## config.mk

```make
export PLATFORM = sky130hd
export DESIGN_NAME = bp_dram_interleave_splitter
export DESIGN_NICKNAME = d
export VERILOG_FILES = /design/src/rtl/blackparrot_chip_pkg.sv /design/src/rtl/bp_dram_interleave_order_fifo.sv /design/src/rtl/bp_dram_interleave_splitter.sv
export SDC_FILE = /design/constraint.sdc
export NUM_CORES = 1
export LEC_CHECK = 0
export CELL_PAD_IN_SITES_DETAIL_PLACEMENT = 0
export CELL_PAD_IN_SITES_GLOBAL_PLACEMENT = 2
export CORE_AREA = 2 2 79 81
export CTS_BUF_LIST = sky130_fd_sc_hd__clkbuf_4 sky130_fd_sc_hd__clkbuf_8
export CTS_CLUSTER_DIAMETER = 60
export DETAILED_ROUTE_END_ITERATION = 10
export DIE_AREA = 0 0 81 83
export GPL_ROUTABILITY_DRIVEN = 1
export PLACE_DENSITY = 0.86
export SLEW_MARGIN = 20
export SYNTH_ARGS = -nofsm -noshare
export SYNTH_HDL_FRONTEND = slang
export SYNTH_SLANG_ARGS = --single-unit
```

## constraint.sdc

```tcl
create_clock -name clk_i -period 3.6 [get_ports clk_i]
set_input_delay 0.36 -clock clk_i [delete_from_list [all_inputs] [get_ports clk_i]]
set_output_delay 0.36 -clock clk_i [all_outputs]
set_load 0.1 [all_outputs]
```

## src/rtl/blackparrot_chip_pkg.sv

```systemverilog
// Shared chip-level constants and types for the unicore DRAM path.
//   dram_interleave_bit_gp   : address bit choosing the DRAM bridge (64 B blocks)
//   dram_max_outstanding_gp  : depth of the splitter's response-order tracking
//   bp_dram_ch_id_t          : identifies one of the two DRAM bridges
package blackparrot_chip_pkg;

    localparam int dram_interleave_bit_gp  = 6;
    localparam int dram_max_outstanding_gp = 8;

    typedef logic bp_dram_ch_id_t;

endpackage

```

## src/rtl/bp_dram_interleave_order_fifo.sv

```systemverilog
// Order FIFO for the DRAM interleave splitter: remembers which channel each
// accepted command went to so responses can be returned in request order.
// The head entry is read combinationally; there is no write-to-read bypass,
// so an entry pushed on an edge is visible as head from the next cycle on.
// Ports:
//   clk_i, reset_n_i : clock, asynchronous active-low reset
//   push_i, data_i   : enqueue a channel id (ignored when full)
//   pop_i            : dequeue the head entry (ignored when empty)
//   full_o, empty_o  : occupancy flags
//   head_o           : channel id at the front
//   count_o          : number of stored entries
module bp_dram_interleave_order_fifo
    import blackparrot_chip_pkg::*;
#(
    parameter  int els_p     = dram_max_outstanding_gp,
    localparam int ptr_w_lp  = $clog2(els_p),
    localparam int cnt_w_lp  = $clog2(els_p + 1)
) (
    input  logic                clk_i,
    input  logic                reset_n_i,
    input  logic                push_i,
    input  bp_dram_ch_id_t      data_i,
    input  logic                pop_i,
    output logic                full_o,
    output logic                empty_o,
    output bp_dram_ch_id_t      head_o,
    output logic [cnt_w_lp-1:0] count_o
);

    bp_dram_ch_id_t      r_mem [els_p];
    logic [ptr_w_lp-1:0] r_wr_ptr;
    logic [ptr_w_lp-1:0] r_rd_ptr;
    logic [cnt_w_lp-1:0] r_count;
    logic                w_push;
    logic                w_pop;

    assign full_o  = (r_count == cnt_w_lp'(els_p));
    assign empty_o = (r_count == '0);
    assign w_push  = push_i & ~full_o;
    assign w_pop   = pop_i & ~empty_o;
    assign head_o  = r_mem[r_rd_ptr];
    assign count_o = r_count;

    // Storage carries no reset: only entries between the pointers are read.
    always_ff @(posedge clk_i) begin
        if (w_push) begin
            r_mem[r_wr_ptr] <= data_i;
        end
    end

    // els_p is a power of two, so natural pointer overflow is the modulo wrap.
    always_ff @(posedge clk_i or negedge reset_n_i) begin
        if (!reset_n_i) begin
            r_wr_ptr <= '0;
            r_rd_ptr <= '0;
            r_count  <= '0;
        end else begin
            if (w_push) begin
                r_wr_ptr <= r_wr_ptr + ptr_w_lp'(1);
            end
            if (w_pop) begin
                r_rd_ptr <= r_rd_ptr + ptr_w_lp'(1);
            end
            if (w_push && !w_pop) begin
                r_count <= r_count + cnt_w_lp'(1);
            end else if (w_pop && !w_push) begin
                r_count <= r_count - cnt_w_lp'(1);
            end
        end
    end

endmodule

```

## src/rtl/bp_dram_interleave_splitter.sv

```systemverilog
// Splits the unicore memory-command stream across two DRAM bridges by one
// address bit and merges their responses back in original request order.
// Ports:
//   clk_i, reset_n_i                      : clock, asynchronous active-low reset
//   cmd_i/cmd_addr_i/cmd_v_i/cmd_ready_and_o : incoming command (ready-and)
//   ch_cmd_o/ch_cmd_v_o/ch_cmd_ready_and_i   : per-bridge command outputs
//   ch_resp_i/ch_resp_v_i/ch_resp_yumi_o     : per-bridge responses
//   resp_o/resp_v_o/resp_yumi_i              : merged, in-order response
//   outstanding_o                            : per-bridge outstanding count
//   idle_o                                   : nothing outstanding
module bp_dram_interleave_splitter
    import blackparrot_chip_pkg::*;
#(
    parameter  int msg_width_p      = 0,
    parameter  int addr_width_p     = 40,
    parameter  int interleave_bit_p = dram_interleave_bit_gp,
    parameter  int els_p            = dram_max_outstanding_gp,
    // msg_width_p has no usable default; clamp so an unset value still elaborates.
    localparam int msg_w_lp         = (msg_width_p > 0) ? msg_width_p : 1,
    localparam int cnt_w_lp         = $clog2(els_p + 1)
) (
    input  logic                     clk_i,
    input  logic                     reset_n_i,
    input  logic [msg_w_lp-1:0]      cmd_i,
    input  logic [addr_width_p-1:0]  cmd_addr_i,
    input  logic                     cmd_v_i,
    output logic                     cmd_ready_and_o,
    output logic [1:0][msg_w_lp-1:0] ch_cmd_o,
    output logic [1:0]               ch_cmd_v_o,
    input  logic [1:0]               ch_cmd_ready_and_i,
    input  logic [1:0][msg_w_lp-1:0] ch_resp_i,
    input  logic [1:0]               ch_resp_v_i,
    output logic [1:0]               ch_resp_yumi_o,
    output logic [msg_w_lp-1:0]      resp_o,
    output logic                     resp_v_o,
    input  logic                     resp_yumi_i,
    output logic [1:0][cnt_w_lp-1:0] outstanding_o,
    output logic                     idle_o
);

    bp_dram_ch_id_t      w_sel;
    bp_dram_ch_id_t      w_head;
    logic                w_full;
    logic                w_empty;
    logic                w_accept;
    logic                w_pop;
    logic [cnt_w_lp-1:0] w_fifo_count;
    logic                w_unused_addr;

    // Only the interleave bit steers; the full address travels inside cmd_i.
    assign w_unused_addr = ^cmd_addr_i;
    assign w_sel         = cmd_addr_i[interleave_bit_p];

    // Ready is gated by full alone (never by a same-cycle pop), keeping
    // resp_yumi_i out of the command-ready path. reset_n_i gating forces
    // handshakes low for the whole reset window, not just after an edge.
    assign cmd_ready_and_o = reset_n_i & ~w_full & ch_cmd_ready_and_i[w_sel];
    assign w_accept        = cmd_v_i & cmd_ready_and_o;

    assign resp_o   = ch_resp_i[w_head];
    assign resp_v_o = reset_n_i & ~w_empty & ch_resp_v_i[w_head];
    // A yumi without a valid response is dropped rather than popping order state.
    assign w_pop    = resp_yumi_i & resp_v_o;
    assign idle_o   = (w_fifo_count == '0);

    bp_dram_interleave_order_fifo #(
        .els_p (els_p)
    ) u_order_fifo (
        .clk_i     (clk_i),
        .reset_n_i (reset_n_i),
        .push_i    (w_accept),
        .data_i    (w_sel),
        .pop_i     (w_pop),
        .full_o    (w_full),
        .empty_o   (w_empty),
        .head_o    (w_head),
        .count_o   (w_fifo_count)
    );

    for (genvar gi = 0; gi < 2; gi++) begin : g_ch
        logic [cnt_w_lp-1:0] r_outstanding;
        logic                w_inc;
        logic                w_dec;

        assign ch_cmd_o[gi]       = cmd_i;
        assign ch_cmd_v_o[gi]     = reset_n_i & cmd_v_i & ~w_full & (w_sel == 1'(gi));
        assign ch_resp_yumi_o[gi] = w_pop & (w_head == 1'(gi));

        assign w_inc = w_accept & (w_sel == 1'(gi));
        assign w_dec = w_pop & (w_head == 1'(gi));

        always_ff @(posedge clk_i or negedge reset_n_i) begin
            if (!reset_n_i) begin
                r_outstanding <= '0;
            end else if (w_inc && !w_dec) begin
                r_outstanding <= r_outstanding + cnt_w_lp'(1);
            end else if (w_dec && !w_inc) begin
                r_outstanding <= r_outstanding - cnt_w_lp'(1);
            end
        end

        assign outstanding_o[gi] = r_outstanding;
    end

    assert property (@(posedge clk_i) disable iff (!reset_n_i) !(resp_yumi_i && !resp_v_o));

endmodule

```

==> impl_metrics.ini <==
[power_and_ir_drop]
peakVddDrop_mv = 0.521
power_density_nw_per_um2 = 959
p_leak_nw = 0.772
power_mw = 1.82

[global_route]
grt_pass1_vias = 997
antenna_found_initial = 0
grtUsageTotal = 0.0935
grt_max_degree = 16
grt_pass1_wl_microns = 4780
grt_overflow = 0

[critical_path]
crit_fanout = 5
regToRegSetupSlack_ps = 510
path_cells = mux4_1 > mux2i_4 > mux2i_1 > inv_1 > ha_1 > inv_1 > ha_1 > a21o_1 > a21oi_1 > xnor2_1 > nor2_1 > xor2_1
timing.rr.end = u_order_fifo.count_o[3]$_DFFE_PN0P_
critical_path_required_ps = 3760
crit_family = multiplexers
cp.arrival_ps = 3260
reg2reg_depth = 12
cpMaxStageDelayCell = mux4_1
r2r-start = u_order_fifo.r_rd_ptr[0]$_DFFE_PN0P_
path_buf_inv = 2
max_stage_delay_ps = 640
start_kind = register
crit_type = reg2reg
end_kind = register

[synth]
netlist_area_sq_um = 1490
synth_seq_cells = 26
synthCells = 125
ys.warnings.count = 0
synth_area_leaders = dfrtp_1 30%, edfxtp_1 16%, ha_1 9.2%, xnor2_1 6.4%, fa_1 4.0%
async_flop_share = 0.692
synth_nets = 190
synth_area_leader_cell = dfrtp_1
synth_ff_type = dfrtp_1
avgSynthCellArea_sq_um = 12.0
synth_edf_count = 8
ys_seq_area_frac = 0.462
synth_cell_types = 28
yosysTopAreaCellShare = 0.302

[cells_and_area]
fillCellCount = 614
area_growth_pct = 26.9
final_cell_count_no_fill = 228
fin_area_sq_um = 1900
final_nets = 219
multi_input_area_sq_um = 753
seqCellArea_sq_um = 691
drive_gt1_frac = 0.150
diodes = 0

[detailed_routing]
drtIter0Drc = 37
via_per_inst = 4.30
remaining_drc_errors = 0
drt-total-wl_microns = 2850
antenna_left = 0
vias = 981
drt_pass1_iterations = 2
wl_per_cell_microns = 12.5

[timing]
fin_ws_ps = 507
rsz0062_at_grt = false
min_period_ps = 3090
fin_tns_setup_ps = 0
fin_skew_ps = 1.26
max_freq_mhz = 323
setup_violations = 0
slew_headroom = 0.355
period_share = 0.859
slew_viol_final = 0
finalHoldViolations = 0
tightest_slew_ps = 964

[floorplanning]
die_area_sq_um = 6720
row_count = 28
initial_utilization = 0.257
die_w_microns = 81
die_h_microns = 83
core_sq_um = 5820
ios = 69

[placed_design]
gp_congestion = 0.707
dpl_cell_area_sq_um = 1850
preCtsSetupSlack_ps = 438
hpwlAfterDp_microns = 2220
portBuffers = 26
dp_cells = 224

[clock_tree]
postCtsSetupRepairBufs = 0
cts_resized = 0
cts_hold_buffers = 0
clkSinkCount = 26
cts-buffers-inserted = 3
cts_tree = done
htree_num_levels = 1
clkTransAtPathRegs_ps = 90
cts_buffer_depth = 2
cts-root-buf = clkbuf_8
insertion_delay_ps = 270

[worst_hold_path]
holdCritPathClass = in2async

[flow_run]
drv_cap = 0

[outcome]
status = finished, final reports clean
[layout make-up]
cell class / instances / area share
Clock buffer: 4 / 0.0257
Timing Repair Buffer: 28 / 0.149
Tap cell: 75 / 0.0495
Inverter: 7 / 0.0139
Sequential cell: 26 / 0.364
Multi-Input combinational cell: 88 / 0.397
[flip-flops by register name, summed over array words and instances, names as in the netlist]
name,count
g_ch.r_outstanding,8
u_order_fifo.count_o,4
u_order_fifo.r_mem,8
u_order_fifo.r_rd_ptr,3
u_order_fifo.r_wr_ptr,3
[cells in the final DEF, fill, tap and decap left out]
| cell type | n |
|---|---|
| a21o_1 | 3 |
| or2_2 | 1 |
| nand2_1 | 8 |
| o41a_1 | 1 |
| xnor2_1 | 11 |
| mux2i_1 | 3 |
| xor2_1 | 5 |
| nor3_1 | 4 |
| clkdlybuf4s50_1 | 19 |
| o21ai_0 | 3 |
| or2b_1 | 1 |
| or3_1 | 1 |
| nand2b_1 | 2 |
| edfxtp_1 | 8 |
| mux2_4 | 1 |
| mux4_1 | 2 |
| mux2i_4 | 1 |
| nor2b_1 | 1 |
| fa_1 | 3 |
| ha_1 | 11 |
| inv_1 | 7 |
| nor2_1 | 13 |
| a21oi_1 | 3 |
| buf_12 | 2 |
| nor4_2 | 1 |
| mux2_2 | 5 |
| buf_4 | 7 |
| dfrtp_1 | 18 |
| clkbuf_8 | 3 |
| clkbuf_4 | 1 |
| nand3_1 | 3 |
| or4b_2 | 1 |
[synth_stat cells (4+ instances only)]
library cell	count
nor2_1	13
inv_1	7
edfxtp_1	8
mux2_2	5
nor3_1	4
dfrtp_1	18
nand2_1	8
xnor2_1	11
xor2_1	5
buf_4	4
ha_1	11
[where the power goes]
| group | internal [mW] | switching, mW |
|---|---|---|
| Clock | 0.0869 | 0.0931 |
| Sequential | 0.412 | 0.144 |
| Combinational | 0.390 | 0.693 |
| Total | 0.889 | 0.930 |
[through the flow]
| stage | util | hold slack, ps |
|---|---|---|
| final | 0.326 | 344 |
| after global routing | 0.326 | 366 |
| after CTS | 0.326 | 356 |
| after detailed placement | 0.318 | 468 |
| after global placement | 0.318 | 458 |
| after floorplan | - | 64.4 |
[worst max path at each step]
stage	from	endpoint	depth (start not counted)
floorplan	u_order_fifo.r_rd_ptr[0]$_DFFE_PN0P_	resp_v_o	4
global placement	cmd_addr_i[6]	u_order_fifo.count_o[3]$_DFFE_PN0P_	11
detailed placement	reset_n_i	u_order_fifo.count_o[3]$_DFFE_PN0P_	11
CTS	u_order_fifo.r_rd_ptr[0]$_DFFE_PN0P_	u_order_fifo.count_o[3]$_DFFE_PN0P_	12
global route	u_order_fifo.r_rd_ptr[0]$_DFFE_PN0P_	u_order_fifo.count_o[3]$_DFFE_PN0P_	12
finish	u_order_fifo.r_rd_ptr[0]$_DFFE_PN0P_	u_order_fifo.count_o[3]$_DFFE_PN0P_	12
[routing by layer]
metal  GRT usage  wire (microns)  vias up  part of all wire
met3      0.0141             108        5             0.038
met5           0               0        -                 0
met1       0.124            1330      468              0.47
li1            -               -      485                 -
met2       0.147            1350       23              0.47
met4      0.0462              63        0             0.022
[worst register-to-register path: stages (launching register included)]
cell and delay (ps):
dfrtp_1 470, mux4_1 640, mux2i_4 250, mux2i_1 270, inv_1 80, ha_1 220
inv_1 130, ha_1 250, a21o_1 170, a21oi_1 170, xnor2_1 140, nor2_1 60
xor2_1 140
[cell families (layout without fill, tap and decap cells)]
family	after synthesis	in the layout	synth area share
compound gates	10	10	0.0427
simple gates	36	36	0.113
xor+xnor	16	16	0.0938
flops	26	26	0.462
mux	12	12	0.118
buf+inv	11	39	0.0377
fa+ha+maj	14	14	0.132
(Power assumes the default switching activity.)
